### src/rtl/ifetch_queue_pkg.sv
// Shared RV configuration for the instruction fetch queue: instruction width,
// NOP encoding and the fetch-alignment helper.
`ifndef XLEN
`define XLEN 32
`endif

package ifetch_queue_pkg;

  localparam int unsigned INSTR_W      = 32;
  localparam logic [INSTR_W-1:0] NOP_INSTR = 32'h0000_0013;
  localparam int unsigned FETCH_STRIDE = 4;

  // A fetch PC is misaligned when it is not on a 4-byte boundary.
  function automatic logic pc_misaligned(input logic [1:0] pc_lsb);
    return pc_lsb != 2'b00;
  endfunction

endpackage

### src/rtl/ifetch_queue_sync_fifo.sv
// Synchronous FIFO with registered head, synchronous flush and a reset value
// for every storage slot so the head reads a defined word straight out of reset.
module sync_fifo #(
  parameter int unsigned      WIDTH      = 8,
  parameter int unsigned      DEPTH      = 2,
  parameter logic [WIDTH-1:0] RESET_DATA = '0
) (
  input  logic                   clk_i,
  input  logic                   reset_i,
  input  logic                   flush_i,
  input  logic                   push_i,
  input  logic [WIDTH-1:0]       data_i,
  input  logic                   pop_i,
  output logic                   valid_o,
  output logic [WIDTH-1:0]       data_o,
  output logic [$clog2(DEPTH):0] count_o
);

  localparam int unsigned PTR_W = $clog2(DEPTH);
  localparam int unsigned CNT_W = PTR_W + 1;

  logic [WIDTH-1:0] mem_q [DEPTH];
  logic [PTR_W-1:0] wr_ptr_q, wr_ptr_d;
  logic [PTR_W-1:0] rd_ptr_q, rd_ptr_d;
  logic [CNT_W-1:0] count_q, count_d;
  logic             push_en;
  logic             pop_en;

  // Pop only when something is held; push only when a slot is (or becomes) free.
  assign pop_en  = pop_i & (count_q != '0);
  assign push_en = push_i & ((count_q != CNT_W'(DEPTH)) | pop_en);

  always_comb begin
    wr_ptr_d = wr_ptr_q;
    rd_ptr_d = rd_ptr_q;
    count_d  = count_q;
    if (flush_i) begin
      wr_ptr_d = '0;
      rd_ptr_d = '0;
      count_d  = '0;
    end else begin
      if (push_en) wr_ptr_d = wr_ptr_q + PTR_W'(1);
      if (pop_en)  rd_ptr_d = rd_ptr_q + PTR_W'(1);
      case ({push_en, pop_en})
        2'b10:   count_d = count_q + CNT_W'(1);
        2'b01:   count_d = count_q - CNT_W'(1);
        default: count_d = count_q;
      endcase
    end
  end

  always_ff @(posedge clk_i) begin
    if (reset_i) begin
      wr_ptr_q <= '0;
      rd_ptr_q <= '0;
      count_q  <= '0;
      for (int unsigned i = 0; i < DEPTH; i++) begin
        mem_q[i] <= RESET_DATA;
      end
    end else begin
      wr_ptr_q <= wr_ptr_d;
      rd_ptr_q <= rd_ptr_d;
      count_q  <= count_d;
      if (push_en && !flush_i) begin
        mem_q[wr_ptr_q] <= data_i;
      end
    end
  end

  assign valid_o = (count_q != '0);
  assign data_o  = mem_q[rd_ptr_q];
  assign count_o = count_q;

endmodule

### src/rtl/ifetch_queue.sv
// Instruction fetch front end: sequential PC generation against a combinational
// instruction memory, redirect handling and a small decoupling queue to decode.
`ifndef XLEN
`define XLEN 32
`endif

module ifetch_queue
  import ifetch_queue_pkg::*;
#(
  parameter int unsigned     XLEN         = `XLEN,
  parameter logic [XLEN-1:0] RESET_VECTOR = '0,
  parameter int unsigned     DEPTH        = 2
) (
  input  logic               clk,
  input  logic               reset,
  output logic [XLEN-1:0]    imem_addr,
  input  logic [INSTR_W-1:0] imem_instr,
  input  logic               redirect_valid,
  input  logic [XLEN-1:0]    redirect_pc,
  output logic               out_valid,
  input  logic               out_ready,
  output logic [XLEN-1:0]    out_pc,
  output logic [INSTR_W-1:0] out_instr,
  output logic               out_misaligned
);

  localparam int unsigned ENTRY_W = XLEN + INSTR_W + 1;
  localparam int unsigned CNT_W   = $clog2(DEPTH) + 1;
  localparam logic [ENTRY_W-1:0] RESET_ENTRY = {XLEN'(0), NOP_INSTR, 1'b0};

  typedef enum logic {
    RUN  = 1'b0,
    HALT = 1'b1
  } state_e;

  state_e            state_q, state_d;
  logic [XLEN-1:0]   fetch_pc_q, fetch_pc_d;
  logic              push_c;
  logic              pop_c;
  logic              misaligned_c;
  logic              head_valid;
  logic [ENTRY_W-1:0] head_entry;
  logic [ENTRY_W-1:0] push_entry;
  logic [CNT_W-1:0]  fifo_count;

  assign misaligned_c = pc_misaligned(fetch_pc_q[1:0]);
  assign pop_c        = head_valid & out_ready;
  assign push_entry   = {fetch_pc_q, imem_instr, misaligned_c};

  // Redirect wins over everything; a misaligned fetch is queued once then halts.
  always_comb begin
    state_d    = state_q;
    fetch_pc_d = fetch_pc_q;
    push_c     = 1'b0;
    if (redirect_valid) begin
      state_d    = RUN;
      fetch_pc_d = redirect_pc;
    end else begin
      case (state_q)
        RUN: begin
          if ((fifo_count < CNT_W'(DEPTH)) || pop_c) begin
            push_c = 1'b1;
            if (misaligned_c) begin
              state_d = HALT;
            end else begin
              fetch_pc_d = fetch_pc_q + XLEN'(FETCH_STRIDE);
            end
          end
        end
        HALT: begin
          push_c = 1'b0;
        end
        default: begin
          state_d = RUN;
        end
      endcase
    end
  end

  always_ff @(posedge clk) begin
    if (reset) begin
      state_q    <= RUN;
      fetch_pc_q <= RESET_VECTOR;
    end else begin
      state_q    <= state_d;
      fetch_pc_q <= fetch_pc_d;
    end
  end

  sync_fifo #(
    .WIDTH      (ENTRY_W),
    .DEPTH      (DEPTH),
    .RESET_DATA (RESET_ENTRY)
  ) u_queue (
    .clk_i   (clk),
    .reset_i (reset),
    .flush_i (redirect_valid),
    .push_i  (push_c),
    .data_i  (push_entry),
    .pop_i   (pop_c),
    .valid_o (head_valid),
    .data_o  (head_entry),
    .count_o (fifo_count)
  );

  assign imem_addr      = fetch_pc_q;
  assign out_valid      = head_valid;
  assign out_pc         = head_entry[ENTRY_W-1 -: XLEN];
  assign out_instr      = head_entry[INSTR_W:1];
  assign out_misaligned = head_entry[0];

endmodule

### config.mk
export PLATFORM = sky130hd
export DESIGN_NAME = ifetch_queue
export DESIGN_NICKNAME = d
export VERILOG_FILES = /design/src/rtl/ifetch_queue_pkg.sv /design/src/rtl/ifetch_queue_sync_fifo.sv /design/src/rtl/ifetch_queue.sv
export SDC_FILE = /design/constraint.sdc
export NUM_CORES = 1
export LEC_CHECK = 0
export ABC_AREA = 1
export CAP_MARGIN = 10
export CORE_MARGIN = 4
export CORE_UTILIZATION = 40
export DETAILED_ROUTE_END_ITERATION = 8
export GPL_TIMING_DRIVEN = 0
export HOLD_SLACK_MARGIN = 0.05
export MAX_ROUTING_LAYER = met4
export SKIP_CTS_REPAIR_TIMING = 1
export SLEW_MARGIN = 20
export SYNTH_ARGS = -nofsm -noshare
export SYNTH_HDL_FRONTEND = slang
export SYNTH_HIERARCHICAL = 1
export SYNTH_SLANG_ARGS = --single-unit
### constraint.sdc
create_clock -name clk -period 5.9 [get_ports clk]
set_input_delay 0.885 -clock clk [delete_from_list [all_inputs] [get_ports clk]]
set_output_delay 0.885 -clock clk [all_outputs]
set_load 0.03 [all_outputs]
==> run summary, run 1 <==
For this configuration, the core starts out at a cell density of between 40% and 50%. TritonCTS built the clock tree. The distinct cell type count of the synthesized netlist came out at 35.

The async set or reset register ratio after synthesis is 0%. The core utilization of the finished layout is 53.80%. The leakage power summed over all cells is 4.088 nW. In the global route stage, overall resource usage came out at 18.72%. For the pin with the worst max-slew slack, the measured transition is 601.7 ps. The worst register-to-register path ends at u_queue/mem_q[1][32].

The count of final max-slew check failures came out at 0. In this run the biggest area consumer among cell types represents between 40% and 50% of the synthesized area. The highest ir drop seen on vdd is 202.1 uV. The most used standard cell by instance count after synthesis is sky130_fd_sc_hd__edfxtp_1. The path class of the tightest hold or removal check is reg2reg. Setup repair after global routing left no endpoint under its margin. The number of antenna violations at the first check in global routing came to 0. The element type at the critical path start is a primary input. The multi-input combinational cell area is 3039 um2. The filler cell count came out at 1,880.

For this run, the slowest stage of the critical path takes 620 ps. Sorting the synthesized cells by area gives the leading types as sky130_fd_sc_hd__edfxtp_1 (47%), sky130_fd_sc_hd__dfxtp_1 (9.1%), sky130_fd_sc_hd__mux2_2 (8.8%), sky130_fd_sc_hd__nor2_1 (5.7%), sky130_fd_sc_hd__nand2_1 (5.5%). The die covers 23,250 um2. The congestion estimate from routability-driven global placement came to ~0.9.

The worst setup skew after layout came out at approximately 16 ps. The worst max-slew margin expressed relative to the limit came out at 59.89%. The tree is rooted in a sky130_fd_sc_hd__clkbuf_16. The wire length of the first global-routing pass came out at around 33 mm.

The number of levels in the clock H-tree is 4. The detailed router placed 6,176 vias in this run. The number of rows in the core area came out at between 50 and 60. The number of top-level pins came out at around 170. The worst path buffer plus inverter count is 6. The final count of negative-setup-slack endpoints came out at 0. The detail-routed via count per cell came out at 4.758. The data required time of the worst path came out at 6070 ps. The slowest stage of the critical path belongs to the cell sky130_fd_sc_hd__clkdlybuf4s50_1. The launch point of the worst reg-to-reg path is u_queue/count_o[1]. For this run, the leading register cell type out of synthesis is sky130_fd_sc_hd__edfxtp_1.

The cell that appears most often on the critical path is sky130_fd_sc_hd__nand2_4. On the critical path the largest part of the delay comes from buffers and inverters. Summed over all instances, the cell type with the most area after synthesis is sky130_fd_sc_hd__edfxtp_1.

The total wire length is 20.80 mm. The commonest cells after synthesis are sky130_fd_sc_hd__edfxtp_1 (130), sky130_fd_sc_hd__nor2_1 (127), sky130_fd_sc_hd__nand2_1 (122). The setup slack on the worst flop-to-flop path is 3350 ps. The first-pass iteration count of the detailed router is 6. The number of enable flip-flop cells after synthesis came out at 130. The number of warnings issued by yosys came out at 6. The power density relative to cell area came out at between 200 and 300 nW/um2. The total nets after synthesis is 899. The instance count on the critical path is 11. The count of unresolved DRC violations after routing came out at 0. Counting flops and latches in the post-synthesis netlist gives 168. The number of failing hold endpoints at the final stage is 0. Static timing analysis puts the maximum clock frequency at slightly above 300 MHz.

The critical path class is in2reg. In the final design database the tool counted 1,085 nets. In this run the remaining antenna-violating nets after routing total 0.

The total overflow left after global routing is 0. The cell count after synthesis is 829. The clock latency reported for the late side of the worst-skew pair came out at 430 ps. The run finished with clean final reports. Traced cell by cell, the critical path runs through clkdlybuf4s50_1 > clkbuf_1 > nor2_1 > nand2_1 > inv_1 > nand2_2 > inv_4 > nand2_4 > buf_6 > nand2_4 > buf_12. The synthesized area per cell came out at roughly 10 um2.

After legalization and detailed placement, the total HPWL measured 14.94 mm. The die width is between 150 and 200 um. The number of maximum-capacitance constraint violations came out at 0. The worst path uses between 50% and 60% of the clock period.

The sequential cells in the finished layout cover a total of around 4700 um2. The height of the die is 152.5 um. The cell depth of the worst min-delay path came out at 2. The most critical setup path has its startpoint at redirect_valid. The sequential share of the synthesized area came out at approximately 56%. Clock-pin slew was measured on the worst setup and hold paths at 60 ps. The synthesis-to-layout area growth is 31.22%. For hold timing, the worst endpoint is imem_addr[1].

The total negative slack for setup checks is 0 ps. The first routing iteration left just over 400 violations. The netlist area before placement is 8349 um2.

The final critical path time including I/O delays and setup is 3296 ps. The number of clock buffers added by TritonCTS is 17. The kind of end point of the critical path is a flop.

Entering global routing, the biggest net connects 45 pins. The per-cell routed wire length is 16.02 um. The number of global-route vias before repair came out at 6,206. The largest fanout of any net on the critical path is 36. The number of sinks handled by clock tree synthesis is 168. In this run the tool buffered the top-level ports with 165 buffer cells. The number of inserted diodes is 0. The clock passes through at most 2 buffers. Cells with a size suffix above 1 make up 21.40% of the layout. The worst reg-to-reg path cell count came out at 12.

The beginning of the worst hold path is imem_addr[1]. The placeable core region is 20,360 um2. The arrival time of the worst setup path came out at 3470 ps.
## worst max path at each step
stage / slack [ps] / endpoint
2_1_floorplan: 2350 / u_queue/mem_q[1][0]
3_3_place_gp: 210 / u_queue/mem_q[1][39]
3_5_place_dp: 2120 / u_queue/mem_q[1][25]
4_1_cts: 2560 / u_queue/mem_q[1][3]
5_1_grt: 2370 / u_queue/mem_q[1][16]
6_report: 2600 / u_queue/mem_q[1][32]
## layout by cell type (no fill, tap or decap), drive strengths merged, types with 23 or more instances in the layout
master and count:
clkbuf 23, edfxtp 130, nand3 37, inv 119, buf 26, nor2 203
nand2 136, clkdlybuf4s50 165, dfxtp 38, a21oi 23, mux2 65
## through the flow
stage,std cells,instance area (um2),hold slack (ps),worst slack (ps),total power [mW]
final,1298,10960,509.6,2604,2.847
after global routing,1298,10960,540.1,2371,2.968
after CTS,1298,10960,507.7,2564,2.875
after detailed placement,1266,10400,493.7,2115,1.820
after global placement,1264,10340,479.9,207.0,1.818
after floorplan,829,8349,464.8,2348,1.628
## layer usage
metal | up-vias | wire length (um) | track usage, %
met5 | - | 0 | -
met4 | 0 | 217 | 4.200
met3 | 20 | 1158 | 4.061
met2 | 206 | 9758 | 29.57
met1 | 2891 | 9666 | 25.02
li1 | 3059 | - | -
## report_power, final
part           switching, mW  internal [mW]
clock network          0.471          0.585
logic                  0.244          0.173
registers             0.0406           1.33
total                  0.755           2.09
## registers in the layout, indices dropped and copies added, names as in the netlist, named ones only
register	count
u_queue/rd_ptr_q	1
u_queue/mem_q	130
u_queue/count_o	2
imem_addr	32
state_q	1
u_queue/wr_ptr_q	1
## cell type report
class                           count  share of cell area (%)
Buffer                             29                   2.067
Timing Repair Buffer              167                   15.51
Sequential cell                   168                   42.58
Multi-Input combinational cell    517                   27.74
Inverter                          115                   3.963
Clock inverter                     13                   1.108
Clock buffer                       19                   3.952
Tap cell                          270                   3.084
## kinds of logic after synthesis
| kind of cell | count (synthesis) | share of synthesized area [%] |
|---|---|---|
| simple gates | 386 | 22.58 |
| flops | 168 | 55.87 |
| buf+inv | 144 | 7.912 |
| mux | 65 | 8.767 |
| compound gates | 55 | 3.627 |
| xor+xnor | 9 | 0.9440 |
| fa+ha+maj | 2 | 0.2997 |
## worst reg2reg max path, stage by stage (launching register included)
cell                      delay, ps
sky130_fd_sc_hd__dfxtp_1        410
sky130_fd_sc_hd__inv_1           60
sky130_fd_sc_hd__nand2_1        120
sky130_fd_sc_hd__nand2_1        100
sky130_fd_sc_hd__nand2_1        120
sky130_fd_sc_hd__nand2_1         60
sky130_fd_sc_hd__inv_1           60
sky130_fd_sc_hd__nand2_2         90
sky130_fd_sc_hd__inv_4          120
sky130_fd_sc_hd__nand2_4        140
sky130_fd_sc_hd__buf_6          210
sky130_fd_sc_hd__nand2_4        460
sky130_fd_sc_hd__buf_12         290
No activity file was read; power rests on OpenSTA's default activity.
==> inputs of run 2 (changes only) <==
- clock period: 5.9 -> 3.3 ns (I/O delays scaled with it)
==> results of run 2 <==
Same layout as run 1 (identical final DEF). Status: finished clean.
Main changes from that run: setup slack after placement 2115 ps -> -94.72 ps; setup slack after layout 2604 ps -> 394.2 ps; register-to-register setup slack 3350 ps -> 750 ps; total power 2.847 mW -> 5.090 mW; worst IR drop on VDD 202.1 uV -> 361.3 uV
==> inputs of run 3 (changes only) <==
- CORE_ASPECT_RATIO: unset -> 1.1
- CORE_UTILIZATION: 40 -> 52
- PLACE_DENSITY: unset -> 0.8
- REMOVE_ABC_BUFFERS: unset -> 1
==> run summary, run 3 (synthesis gave the netlist of run 1 again) <==
Run status: finished clean (unchanged). The number of failing hold endpoints at the final stage came out at 0 (unchanged). The clock slew at the register clock pins of the worst setup and hold paths came out at 70 ps (was 60 ps). The buffer type at the clock tree root is sky130_fd_sc_hd__clkbuf_16 (unchanged).

Sequence of cells on the critical path: buf_16 > mux2_2 > clkdlybuf4s50_1 (was clkdlybuf4s50_1 > clkbuf_1 > nor2_1 > nand2_1 > inv_1 > nand2_2 > inv_4 > nand2_4 > buf_6 > nand2_4 > buf_12). The synthesis-to-layout area growth is 28.16% (was 31.22%). The cell-internal power came out at 3.798 mW (was 3.740 mW). The die width came to 128.8 um (was 152.5 um). The starting DRC count in detailed routing is 430 (was 415).

The number of top-level pins was 166 (unchanged). The floorplan die area is 18,150 um2 (was 23,250 um2). The count of final max-slew check failures is 0 (unchanged). The largest stage delay on the critical path is 630 ps (was 620 ps).

The clock power share came to 38.1% (was 37.1%). The TritonCTS buffer count is 17 (unchanged). The per-cell routed wire length is 16.12 um (was 16.02 um).

The worst setup skew after layout was 8.860 ps (was 15.89 ps). Most used cells in the layout excluding fill and tap cells: sky130_fd_sc_hd__clkdlybuf4s50_1 (163), sky130_fd_sc_hd__edfxtp_1 (130), sky130_fd_sc_hd__nor2_1 (127) (was sky130_fd_sc_hd__clkdlybuf4s50_1 (165), sky130_fd_sc_hd__edfxtp_1 (130), sky130_fd_sc_hd__nor2_1 (127)). The final count of negative-setup-slack endpoints came out at 0 (unchanged).

The clock tree from TritonCTS is built (unchanged). The arrival time of the worst setup path came out at 2310 ps (was 3080 ps). The leakage power summed over all cells came out at 3.962 nW (was 4.088 nW). The number of vias in the routed layout came out at 6,090 (was 6,176). The wire length on met3 came out at 814 um (was 1.158 mm). The cell area after layout is 10,700 um2 (was 10,960 um2). The flip-flop count of the largest register, all copies and words added came out at 130 (unchanged). The number of global-route vias before repair is 6,256 (was 6,206). The switching power as a share of total power came out at 26.03% (was 26.53%). The met2 wirelength from detailed routing was 10.02 mm (was 9.758 mm).

The overall overflow remaining after global route came out at 0 (unchanged). The worst max-slew margin expressed relative to the limit came out at 33.38% (was 59.89%). The transition at the pin with the smallest max-transition slack is 998.2 ps (was 601.7 ps). The count of input and output buffers came out at 165 (unchanged). The total wire length came out at 19.33 mm (was 20.80 mm). The highest ir drop seen on vdd came to 307.7 uV (was 361.3 uV). The total power is 5.134 mW (was 5.090 mW). The met1 wire length is 8.164 mm (was 9.666 mm). The post-place setup slack is -602.2 ps (was -94.72 ps). The final antenna-violating net count is 0 (unchanged). The final critical path time including I/O delays and setup came out at 2802 ps (was 2906 ps).

The net count reported at finish is 1,057 (was 1,085). The commonest non-fill, non-tap cell in the layout is sky130_fd_sc_hd__clkdlybuf4s50_1 (unchanged). The number of rows in the core area came to 48 (was 52).

The initial core utilization came out at 53.06% (was 41.00%). The routability congestion estimate came out at 0.8964 (was 0.8814). The data required time of the worst path was 2800 ps (was 3470 ps). The number of levels in the clock H-tree is 4 (unchanged). The kind of end point of the critical path is an output pin (was flop). The number of buffers between clock root and the deepest sink is 2 (unchanged). The first-pass iteration count of the detailed router came out at 5 (was 6). The number of antenna violations at the first check in global routing came out at 0 (unchanged).

The detail-routed via count per cell is 5.079 (was 4.758). The largest fanout of any net on the critical path is 44 (was 36). The number of sinks handled by clock tree synthesis was 168 (unchanged). The cell class contributing the biggest share of worst-path delay is buffers and inverters (unchanged).

The cell with the biggest individual delay on the critical path is sky130_fd_sc_hd__clkdlybuf4s50_1 (unchanged). The placed instance count is 1,168 (was 1,266). The part of the total power dissipated in sequential elements came to 47.9% (was 48.3%).

The largest net degree at the start of global routing is 65 (was 45). The number of inserted diodes came out at 0 (unchanged). The most flop-heavy register is u_queue/mem_q (unchanged). The critical path class is reg2out (was in2reg). The top achievable clock speed is 356.9 MHz (was 344.1 MHz). The power density relative to cell area came out at 479.8 nW/um2 (was 464.6 nW/um2). RSZ-0062 raised after global routing: false (unchanged).

The element type at the critical path start was a flop (was primary input). The wire length of the first global-routing pass came out at 31.44 mm (was 33.44 mm). The estimated wirelength of the detail-placed design came to 12.86 mm (was 14.94 mm). The worst path buffer plus inverter count came out at 2 (was 6). The placed standard-cell area came out at 10,130 um2 (was 10,400 um2). The top layer reached by signal wires is met4 (unchanged). The non-filler instance count after layout came to 1,199 (was 1,298). The placeable core region is 15,740 um2 (was 20,360 um2). The setup slack of the critical path after layout is 498.3 ps (was 394.2 ps). The count of unresolved DRC violations after routing came out at 0 (unchanged). The number of maximum-capacitance constraint violations is 0 (unchanged). The share of layout cells above drive strength 1 came to 20.22% (was 21.40%). The height of the die came to 140.9 um (was 152.5 um). The part of the cycle the worst path needs came out at 84.90% (was 88.05%). The switching component of the power is 1.336 mW (was 1.350 mW).

The combinational cell fraction of total power came out at 14.0% (was 14.6%). The clock latency reported for the late side of the worst-skew pair was 420 ps (was 430 ps). The worst hold-check path type was reg2reg (unchanged). The total global-route track usage is 22.66% (was 18.72%).
## run 3: through the flow
step / util [%] / hold slack [ps] / TNS, ps
2_1_floorplan: - / 464.8 / -40490
3_3_place_gp: 63.71 / 481.0 / -426730
3_5_place_dp: 64.41 / 481.2 / -72570
4_1_cts: 68.07 / 498.7 / -14100
5_1_grt: 68.00 / 562.4 / 0
6_report: 68.00 / 509.9 / 0
## run 3: power by group through the flow
| stage | Clock [mW] | Sequential, mW | Combinational, mW |
|---|---|---|---|
| finish | 1.96 | 2.46 | 0.719 |
| detailed placement | 0 | 2.50 | 0.723 |
| global placement | 0 | 2.51 | 0.699 |
| global route | 2.08 | 2.47 | 0.774 |
| CTS | 1.99 | 2.46 | 0.729 |
| floorplan | 0 | 2.54 | 0.350 |
## run 3: worst paths after layout
path | slack (ps) | cells past startpoint | startpoint | end
worst min register to register | 510 | 2 | u_queue/rd_ptr_q | flop
worst min-delay path | 510 | 2 | u_queue/rd_ptr_q | flop
worst max register to register | 580 | 11 | u_queue/count_o[1] | u_queue/mem_q[0][50]
worst max-delay path | 500 | 3 | flop | out_pc[14]
## run 3: area by class of cell
cell class / count / area [um2]
inverters: 115 / 434.2
flip-flops and latches: 168 / 4668
clock buffers: 18 / 429.2
well taps: 200 / 250.2
clock inverters: 13 / 146.4
multi-input cells: 517 / 3048
repair buffers: 168 / 1724
fillers: 1251 / 5035
## run 3: worst register-to-register path: cells and delay by family (launching register included)
family        cells  cell delay, ps
flops             1             400
buf+inv           4             550
simple gates      7            1400
## run 3: routing by layer
layer	vias up	GRT usage (%)
met1	2883	27.02
li1	3002	-
met3	30	3.486
met5	-	-
met2	175	39.27
met4	0	7.297
